[src/rtl/counter_pkg.sv]
// Shared definitions for the counter family: direction encoding and load clamping.
package counter_pkg;

  localparam logic DIR_UP = 1'b1;
  localparam logic DIR_DN = 1'b0;

  // Loads outside the count range pin to the top legal value instead of aliasing.
  function automatic int clamp_load(input int value, input int modulus);
    if (value >= modulus) return modulus - 1;
    return value;
  endfunction

endpackage

[src/rtl/sync_updown_counter_next_state.sv]
// Combinational next-count and wrap logic for sync_updown_counter.
// SYNC_UPDOWN_SAT_EN selects saturating instead of modulo behaviour at the ends.
module counter_next_state
  import counter_pkg::*;
#(
  parameter int W   = 4,
  parameter int MOD = 16
) (
  input  logic [W-1:0] out,
  input  logic         up_dn,
  input  logic         en,
  input  logic         clr,
  input  logic         load,
  input  logic [W-1:0] load_val,
  output logic [W-1:0] next_out,
  output logic         wrap_next
);

  localparam logic [W:0]   LP_MOD = (W+1)'(MOD);
  localparam logic [W-1:0] LP_TOP = W'(MOD - 1);

  logic [W:0]   w_cur;
  logic [W:0]   w_inc;
  logic [W:0]   w_dec;
  logic [W-1:0] w_load;

  // One extra bit: w_inc reaching MOD flags the top, w_dec[W] is the borrow out of 0.
  assign w_cur  = {1'b0, out};
  assign w_inc  = w_cur + (W+1)'(1);
  assign w_dec  = w_cur - (W+1)'(1);
  assign w_load = W'(clamp_load(int'(load_val), MOD));

  always_comb begin
    next_out  = out;
    wrap_next = 1'b0;
    if (clr) begin
      next_out = '0;
    end else if (load) begin
      next_out = w_load;
    end else if (en) begin
      if (up_dn == DIR_UP) begin
        if (w_inc >= LP_MOD) begin
`ifdef SYNC_UPDOWN_SAT_EN
          next_out  = LP_TOP;
`else
          next_out  = '0;
          wrap_next = 1'b1;
`endif
        end else begin
          next_out = w_inc[W-1:0];
        end
      end else begin
        if (w_dec[W]) begin
`ifdef SYNC_UPDOWN_SAT_EN
          next_out  = '0;
`else
          next_out  = LP_TOP;
          wrap_next = 1'b1;
`endif
        end else begin
          next_out = w_dec[W-1:0];
        end
      end
    end
  end

endmodule

[src/rtl/sync_updown_counter.sv]
// Fully synchronous modulo up/down counter with load, clear, terminal count and wrap pulse.
// Define SYNC_UPDOWN_SAT_EN to saturate at the ends instead of wrapping.
module sync_updown_counter
  import counter_pkg::*;
#(
  parameter int W   = 4,
  parameter int MOD = 16
) (
  input  logic         clk,
  input  logic         rstn,
  input  logic         clr,
  input  logic         load,
  input  logic [W-1:0] load_val,
  input  logic         en,
  input  logic         up_dn,
  output logic [W-1:0] out,
  output logic         tc,
  output logic         wrap
);

  logic [W-1:0] r_out;
  logic         r_wrap;
  logic [W-1:0] w_next_out;
  logic         w_wrap_next;
  logic         w_at_end;

  counter_next_state #(
    .W   (W),
    .MOD (MOD)
  ) u_next_state (
    .out       (r_out),
    .up_dn     (up_dn),
    .en        (en),
    .clr       (clr),
    .load      (load),
    .load_val  (load_val),
    .next_out  (w_next_out),
    .wrap_next (w_wrap_next)
  );

  always_ff @(posedge clk or negedge rstn) begin
    if (!rstn) begin
      r_out  <= '0;
      r_wrap <= 1'b0;
    end else begin
      r_out  <= w_next_out;
      r_wrap <= w_wrap_next;
    end
  end

  // tc looks ahead at the coming edge so a cascaded stage can use it as its enable.
  assign w_at_end = (up_dn == DIR_UP) ? (r_out == W'(MOD - 1)) : (r_out == '0);
  assign tc       = en & ~clr & ~load & w_at_end;
  assign out      = r_out;
  assign wrap     = r_wrap;

endmodule
[config.mk]
export PLATFORM = sky130hd
export DESIGN_NAME = sync_updown_counter
export DESIGN_NICKNAME = d
export VERILOG_FILES = /design/src/rtl/counter_pkg.sv /design/src/rtl/sync_updown_counter_next_state.sv /design/src/rtl/sync_updown_counter.sv
export SDC_FILE = /design/constraint.sdc
export NUM_CORES = 1
export LEC_CHECK = 0
export ABC_AREA = 1
export CAP_MARGIN = 30
export CORE_AREA = 2 2 39 41
export DETAILED_ROUTE_END_ITERATION = 16
export DIE_AREA = 0 0 41 43
export MAX_ROUTING_LAYER = met4
export PLACE_DENSITY = 0.7
export SYNTH_ARGS = -nofsm -noshare
export SYNTH_HDL_FRONTEND = slang
export SYNTH_SLANG_ARGS = --single-unit
export TNS_END_PERCENT = 100
[constraint.sdc]
create_clock -name clk -period 2.5 [get_ports clk]
set_clock_uncertainty 0.1 [all_clocks]
set_input_delay 0.25 -clock clk [delete_from_list [all_inputs] [get_ports clk]]
set_output_delay 0.25 -clock clk [all_outputs]
set_load 0.02 [all_outputs]
==> report_table.html, run 1 <==
<table>
<tr><th>Metric</th><th>Value</th></tr>
<tr><th colspan="2">Outcome</th></tr>
<tr><td>Result of the run</td><td>finished, final reports clean</td></tr>
<tr><th colspan="2">Logic synthesis</th></tr>
<tr><td>Warning count from the yosys run</td><td>0</td></tr>
<tr><td>Top cell type's share of synthesized area</td><td>a little over a quarter</td></tr>
<tr><td>Sequential area share after synthesis</td><td>a little over a quarter</td></tr>
<tr><td>Mapped Cells</td><td>65</td></tr>
<tr><td>Count of different cell masters after synthesis</td><td>21</td></tr>
<tr><td>Register bit count reported by yosys</td><td>5</td></tr>
<tr><td>Synth top area cells</td><td>sky130_fd_sc_hd__dfrtp_1 (27%), sky130_fd_sc_hd__nand2_1 (13%), sky130_fd_sc_hd__nand3_1 (12%)</td></tr>
<tr><td>Mapped Nets</td><td>78</td></tr>
<tr><td>Post-synthesis average cell area</td><td>between 7 and 8 um^2</td></tr>
<tr><td>Post-synthesis instance area</td><td>approximately 460 um^2</td></tr>
<tr><td>Cell accounting for the most synthesized area</td><td>sky130_fd_sc_hd__dfrtp_1</td></tr>
<tr><th colspan="2">GRT</th></tr>
<tr><td>Global-route congestion overflow total</td><td>0</td></tr>
<tr><td>Total routing usage reported by global routing</td><td>between 10 and 15%</td></tr>
<tr><td>Maximum number of pins on one net before global-route repair</td><td>10</td></tr>
<tr><td>Wire length of the first global-routing pass</td><td>around 1700 um</td></tr>
<tr><td>Number of antenna violations at the first check in global routing</td><td>0</td></tr>
<tr><td>Via count of the first global-routing pass</td><td>approximately 430</td></tr>
<tr><th colspan="2">Placed design</th></tr>
<tr><td>DP HPWL</td><td>around 810 um</td></tr>
<tr><td>Pre-CTS worst setup slack</td><td>about 0.45 ns</td></tr>
<tr><td>Placed Instances</td><td>97</td></tr>
<tr><td>RePlAce Congestion</td><td>0.816</td></tr>
<tr><td>Buffers added on ports</td><td>15</td></tr>
<tr><th colspan="2">Finish</th></tr>
<tr><td>Commonest cells after routing, fill and taps aside</td><td>sky130_fd_sc_hd__nand2_1 (16), sky130_fd_sc_hd__clkdlybuf4s50_1 (15), sky130_fd_sc_hd__nand3_1 (11), sky130_fd_sc_hd__inv_1 (5), sky130_fd_sc_hd__dfrtp_1 (5)</td></tr>
<tr><td>Number of standard cells in the final layout excluding fillers</td><td>slightly above 100</td></tr>
<tr><td>Layout cells sized above 1</td><td>roughly 16%</td></tr>
<tr><td>Area growth from synthesis to layout</td><td>43.4%</td></tr>
<tr><td>N_diodes</td><td>0</td></tr>
<tr><td>Post-layout net count</td><td>just under 100</td></tr>
<tr><td>Commonest non-fill, non-tap cell in the layout</td><td>sky130_fd_sc_hd__nand2_1</td></tr>
<tr><td>Layout fillers</td><td>around 130</td></tr>
<tr><th colspan="2">Pwr</th></tr>
<tr><td>Relative contribution of sequential cells to total power</td><td>between 30% and 40%</td></tr>
<tr><td>Total net switching power</td><td>slightly above 100 uW</td></tr>
<tr><td>Power per Cell Area</td><td>approximately 460 nW/um^2</td></tr>
<tr><td>Sw frac</td><td>33.4%</td></tr>
<tr><td>Clock group share of total power</td><td>29.2%</td></tr>
<tr><td>Proportion of power drawn by combinational gates</td><td>around two fifths</td></tr>
<tr><td>Design internal power</td><td>203 uW</td></tr>
<tr><td>Largest vdd supply drop</td><td>roughly 0.00019 V</td></tr>
<tr><td>Reported leakage power</td><td>0.302 nW</td></tr>
<tr><th colspan="2">Clock tree</th></tr>
<tr><td>Number of hold buffers added after cts</td><td>0</td></tr>
<tr><td>Master cell of the clock root buffer</td><td>sky130_fd_sc_hd__clkbuf_4</td></tr>
<tr><td>Post-CTS setup buffer count</td><td>0</td></tr>
<tr><td>Number of buffers created by CTS</td><td>3</td></tr>
<tr><td>Worst-case clock buffer depth</td><td>2</td></tr>
<tr><td>Clock tree from TritonCTS</td><td>yes</td></tr>
<tr><td>H-Tree Depth</td><td>1</td></tr>
<tr><td>TritonCTS sink count</td><td>5</td></tr>
<tr><td>Clock transition at the registers of the reported paths</td><td>0.04 ns</td></tr>
<tr><td>Skew-Pair Late Insertion Delay</td><td>approximately 0.23 ns</td></tr>
<tr><td>Post-CTS sizing</td><td>0</td></tr>
<tr><th colspan="2">Routing</th></tr>
<tr><td>Average wire per cell in the routed design</td><td>10.1 um</td></tr>
<tr><td>Average via count per standard cell</td><td>between 4 and 5</td></tr>
<tr><td>Post-detailed-routing wire length</td><td>~1000 um</td></tr>
<tr><td>DR iter-0 viols</td><td>7</td></tr>
<tr><td>Vias</td><td>496</td></tr>
<tr><td>Antenna-violating nets left</td><td>0</td></tr>
<tr><td>First-pass iteration count of the detailed router</td><td>6</td></tr>
<tr><td>Number of DRC violations after detailed routing</td><td>0</td></tr>
<tr><th colspan="2">Timing</th></tr>
<tr><td>Unrepaired setup endpoints after global routing</td><td>no</td></tr>
<tr><td>Actual transition at the worst max-transition pin</td><td>about 0.28 ns</td></tr>
<tr><td>Highest Clock Rate</td><td>about 440 MHz</td></tr>
<tr><td>Final TNS setup</td><td>0 ns</td></tr>
<tr><td>Clock period minus worst slack</td><td>approximately 2.3 ns</td></tr>
<tr><td>Portion of the clock cycle consumed by the worst path in the final layout</td><td>slightly above 90%</td></tr>
<tr><td>Count of final setup violators</td><td>0</td></tr>
<tr><td>Setup WS post-layout</td><td>approximately 0.22 ns</td></tr>
<tr><td>Endpoints failing hold</td><td>0</td></tr>
<tr><td>Final hold slack</td><td>roughly 0.13 ns</td></tr>
<tr><td>Rel. slew slack</td><td>between 80% and 90%</td></tr>
<tr><td>Final count of pins violating max slew</td><td>0</td></tr>
<tr><th colspan="2">Worst setup path</th></tr>
<tr><td>Cells traversed along the worst timing path</td><td>ha_1, nand3_1, nand2_1, nand3_1, nor2_1, clkdlybuf4s50_1</td></tr>
<tr><td>Endpoint kind of the worst setup timing path</td><td>primary output</td></tr>
<tr><td>Data required, critical path</td><td>between 2 and 2.5 ns</td></tr>
<tr><td>Worst setup path class</td><td>flip-flop to primary output</td></tr>
<tr><td>Worst R2R Setup Slack</td><td>0.97 ns</td></tr>
<tr><td>Slowest cell on crit path</td><td>sky130_fd_sc_hd__clkdlybuf4s50_1</td></tr>
<tr><td>Instance count on the critical path</td><td>6</td></tr>
<tr><td>Crit. Startpoint</td><td>out[0]$_DFFE_PN0P_</td></tr>
<tr><td>Arr. time, crit path</td><td>approximately 1.9 ns</td></tr>
<tr><td>Worst Path Buf+Inv</td><td>1</td></tr>
<tr><td>Launch instance of the worst register-to-register path</td><td>out[0]$_DFFE_PN0P_</td></tr>
<tr><td>Crit path max fanout</td><td>6</td></tr>
<tr><td>Critical Path Start Type</td><td>flip-flop</td></tr>
<tr><td>Endpoint of the worst-slack reg-to-reg timing path</td><td>out[1]$_DFFE_PN0P_</td></tr>
<tr><td>Destination of the critical timing path</td><td>tc</td></tr>
<tr><td>Delay contributed by the slowest stage of the critical path</td><td>slightly above 0.6 ns</td></tr>
<tr><td>Path depth of the worst reg2reg path</td><td>6</td></tr>
<tr><td>Critical Path Most Common Cell</td><td>sky130_fd_sc_hd__nand3_1</td></tr>
<tr><td>Cell family with most CP delay</td><td>buffers and inverters</td></tr>
<tr><th colspan="2">Floorplanning</th></tr>
<tr><td>Chip height</td><td>~43 um</td></tr>
<tr><td>Number of cell rows</td><td>14</td></tr>
<tr><td>Area of the die</td><td>~1800 um^2</td></tr>
<tr><td>Initial core utilization</td><td>33.4%</td></tr>
<tr><td>Die boundary width</td><td>41 um</td></tr>
<tr><td>I/O pin count</td><td>16</td></tr>
<tr><td>Area of the placeable core</td><td>about 1400 um^2</td></tr>
<tr><th colspan="2">Min path</th></tr>
<tr><td>Worst min-delay path category</td><td>primary input to async pin</td></tr>
<tr><th colspan="2">Job</th></tr>
<tr><td>MaxCap Viol Count</td><td>0</td></tr>
</table>
per-stage QoR:
stage,util (%),area [um^2],power (mW)
6_report,47.8,662,0.305
2_1_floorplan,-,462,0.169
3_3_place_gp,45.9,636,0.216
4_1_cts,47.8,662,0.308
3_5_place_dp,45.9,636,0.217
5_1_grt,47.8,662,0.332
kinds of logic after synthesis:
| kind of cell | synth area share (%) |
|---|---|
| AND/OR/NAND/NOR | 44.4 |
| AO/OA/AOI/OAI | 12.2 |
| buffers and inverters | 8.13 |
| flip-flops | 27.1 |
| adder cells (fa/ha/maj) | 8.13 |
worst reg2reg max path, cell delays in order (launching register included):
cell	delay [ns]
sky130_fd_sc_hd__dfrtp_1	0.44
sky130_fd_sc_hd__inv_1	0.14
sky130_fd_sc_hd__ha_1	0.32
sky130_fd_sc_hd__a21oi_1	0.14
sky130_fd_sc_hd__o21ai_0	0.10
sky130_fd_sc_hd__o211ai_1	0.10
sky130_fd_sc_hd__nand2_1	0.07
Yosys cell counts:
master and number:
sky130_fd_sc_hd__o21ai_0 1, sky130_fd_sc_hd__o21ai_2 1, sky130_fd_sc_hd__o21a_1 1, sky130_fd_sc_hd__inv_1 5, sky130_fd_sc_hd__nor3_4 1, sky130_fd_sc_hd__dfrtp_1 5, sky130_fd_sc_hd__a21oi_1 2, sky130_fd_sc_hd__nand4_1 1
sky130_fd_sc_hd__nand2_1 16, sky130_fd_sc_hd__buf_6 1, sky130_fd_sc_hd__inv_2 2, sky130_fd_sc_hd__nor2_2 1, sky130_fd_sc_hd__nand2_2 2, sky130_fd_sc_hd__or2_1 2, sky130_fd_sc_hd__nand3_1 11, sky130_fd_sc_hd__nor2_4 1
sky130_fd_sc_hd__nand3_2 1, sky130_fd_sc_hd__o21ai_1 2, sky130_fd_sc_hd__ha_1 3, sky130_fd_sc_hd__nor2_1 4, sky130_fd_sc_hd__o211ai_1 2
metal layers:
| layer | track usage (%) | vias to the layer above | part of all wire, % | wire (um) |
|---|---|---|---|---|
| met5 | - | - | 0 | 0 |
| met4 | 4.00 | 0 | 0 | 0 |
| met3 | 1.57 | 0 | 4.4 | 45 |
| met2 | 20.3 | 15 | 48 | 488 |
| met1 | 20.8 | 222 | 48 | 487 |
| li1 | - | 259 | - | - |
power groups by stage:
stage,Combinational (mW),Sequential [mW],Clock [mW]
6_report,0.118,0.0979,0.0891
5_1_grt,0.132,0.0992,0.101
3_5_place_dp,0.118,0.0989,0
3_3_place_gp,0.117,0.0988,0
4_1_cts,0.119,0.0977,0.0920
2_1_floorplan,0.0608,0.108,0
area by class of cell:
class                   count  area, um^2  area share (%)
multi-input cells          52         299            45.2
repair buffers             17         165            25.0
flip-flops and latches      5         125            18.9
clock buffers               4        26.3            3.97
inverters                   7        26.3            3.97
well taps                  16        20.0            3.02
sequential cells by signal, summed over array words and instances, names as in the netlist:
| signal | flops |
|---|---|
| out | 4 |
| wrap | 1 |
how the worst min path moves through the flow:
stage	startpoint	end	slack, ns	depth (start not counted)
finish	rstn	wrap$_DFF_PN0_	0.13	1
global route	rstn	out[0]$_DFFE_PN0P_	0.13	1
CTS	rstn	out[3]$_DFFE_PN0P_	0.13	1
detailed placement	rstn	wrap$_DFF_PN0_	0.38	1
global placement	rstn	wrap$_DFF_PN0_	0.38	1
floorplan	rstn	out[0]$_DFFE_PN0P_	-0.15	0
Power figures use the tool's default switching activity.
==> run 2, diff against run 1 <==
--- a/config.mk
+++ b/config.mk
@@ -12,7 +12,7 @@
 export DIE_AREA = 0 0 41 43
 export MAX_ROUTING_LAYER = met4
 export PLACE_DENSITY = 0.7
+export SETUP_SLACK_MARGIN = 0.02
 export SYNTH_ARGS = -nofsm -noshare
 export SYNTH_HDL_FRONTEND = slang
 export SYNTH_SLANG_ARGS = --single-unit
-export TNS_END_PERCENT = 100
==> results of run 2 <==
The final DEF is identical to that of run 1; final timing and power are the same.
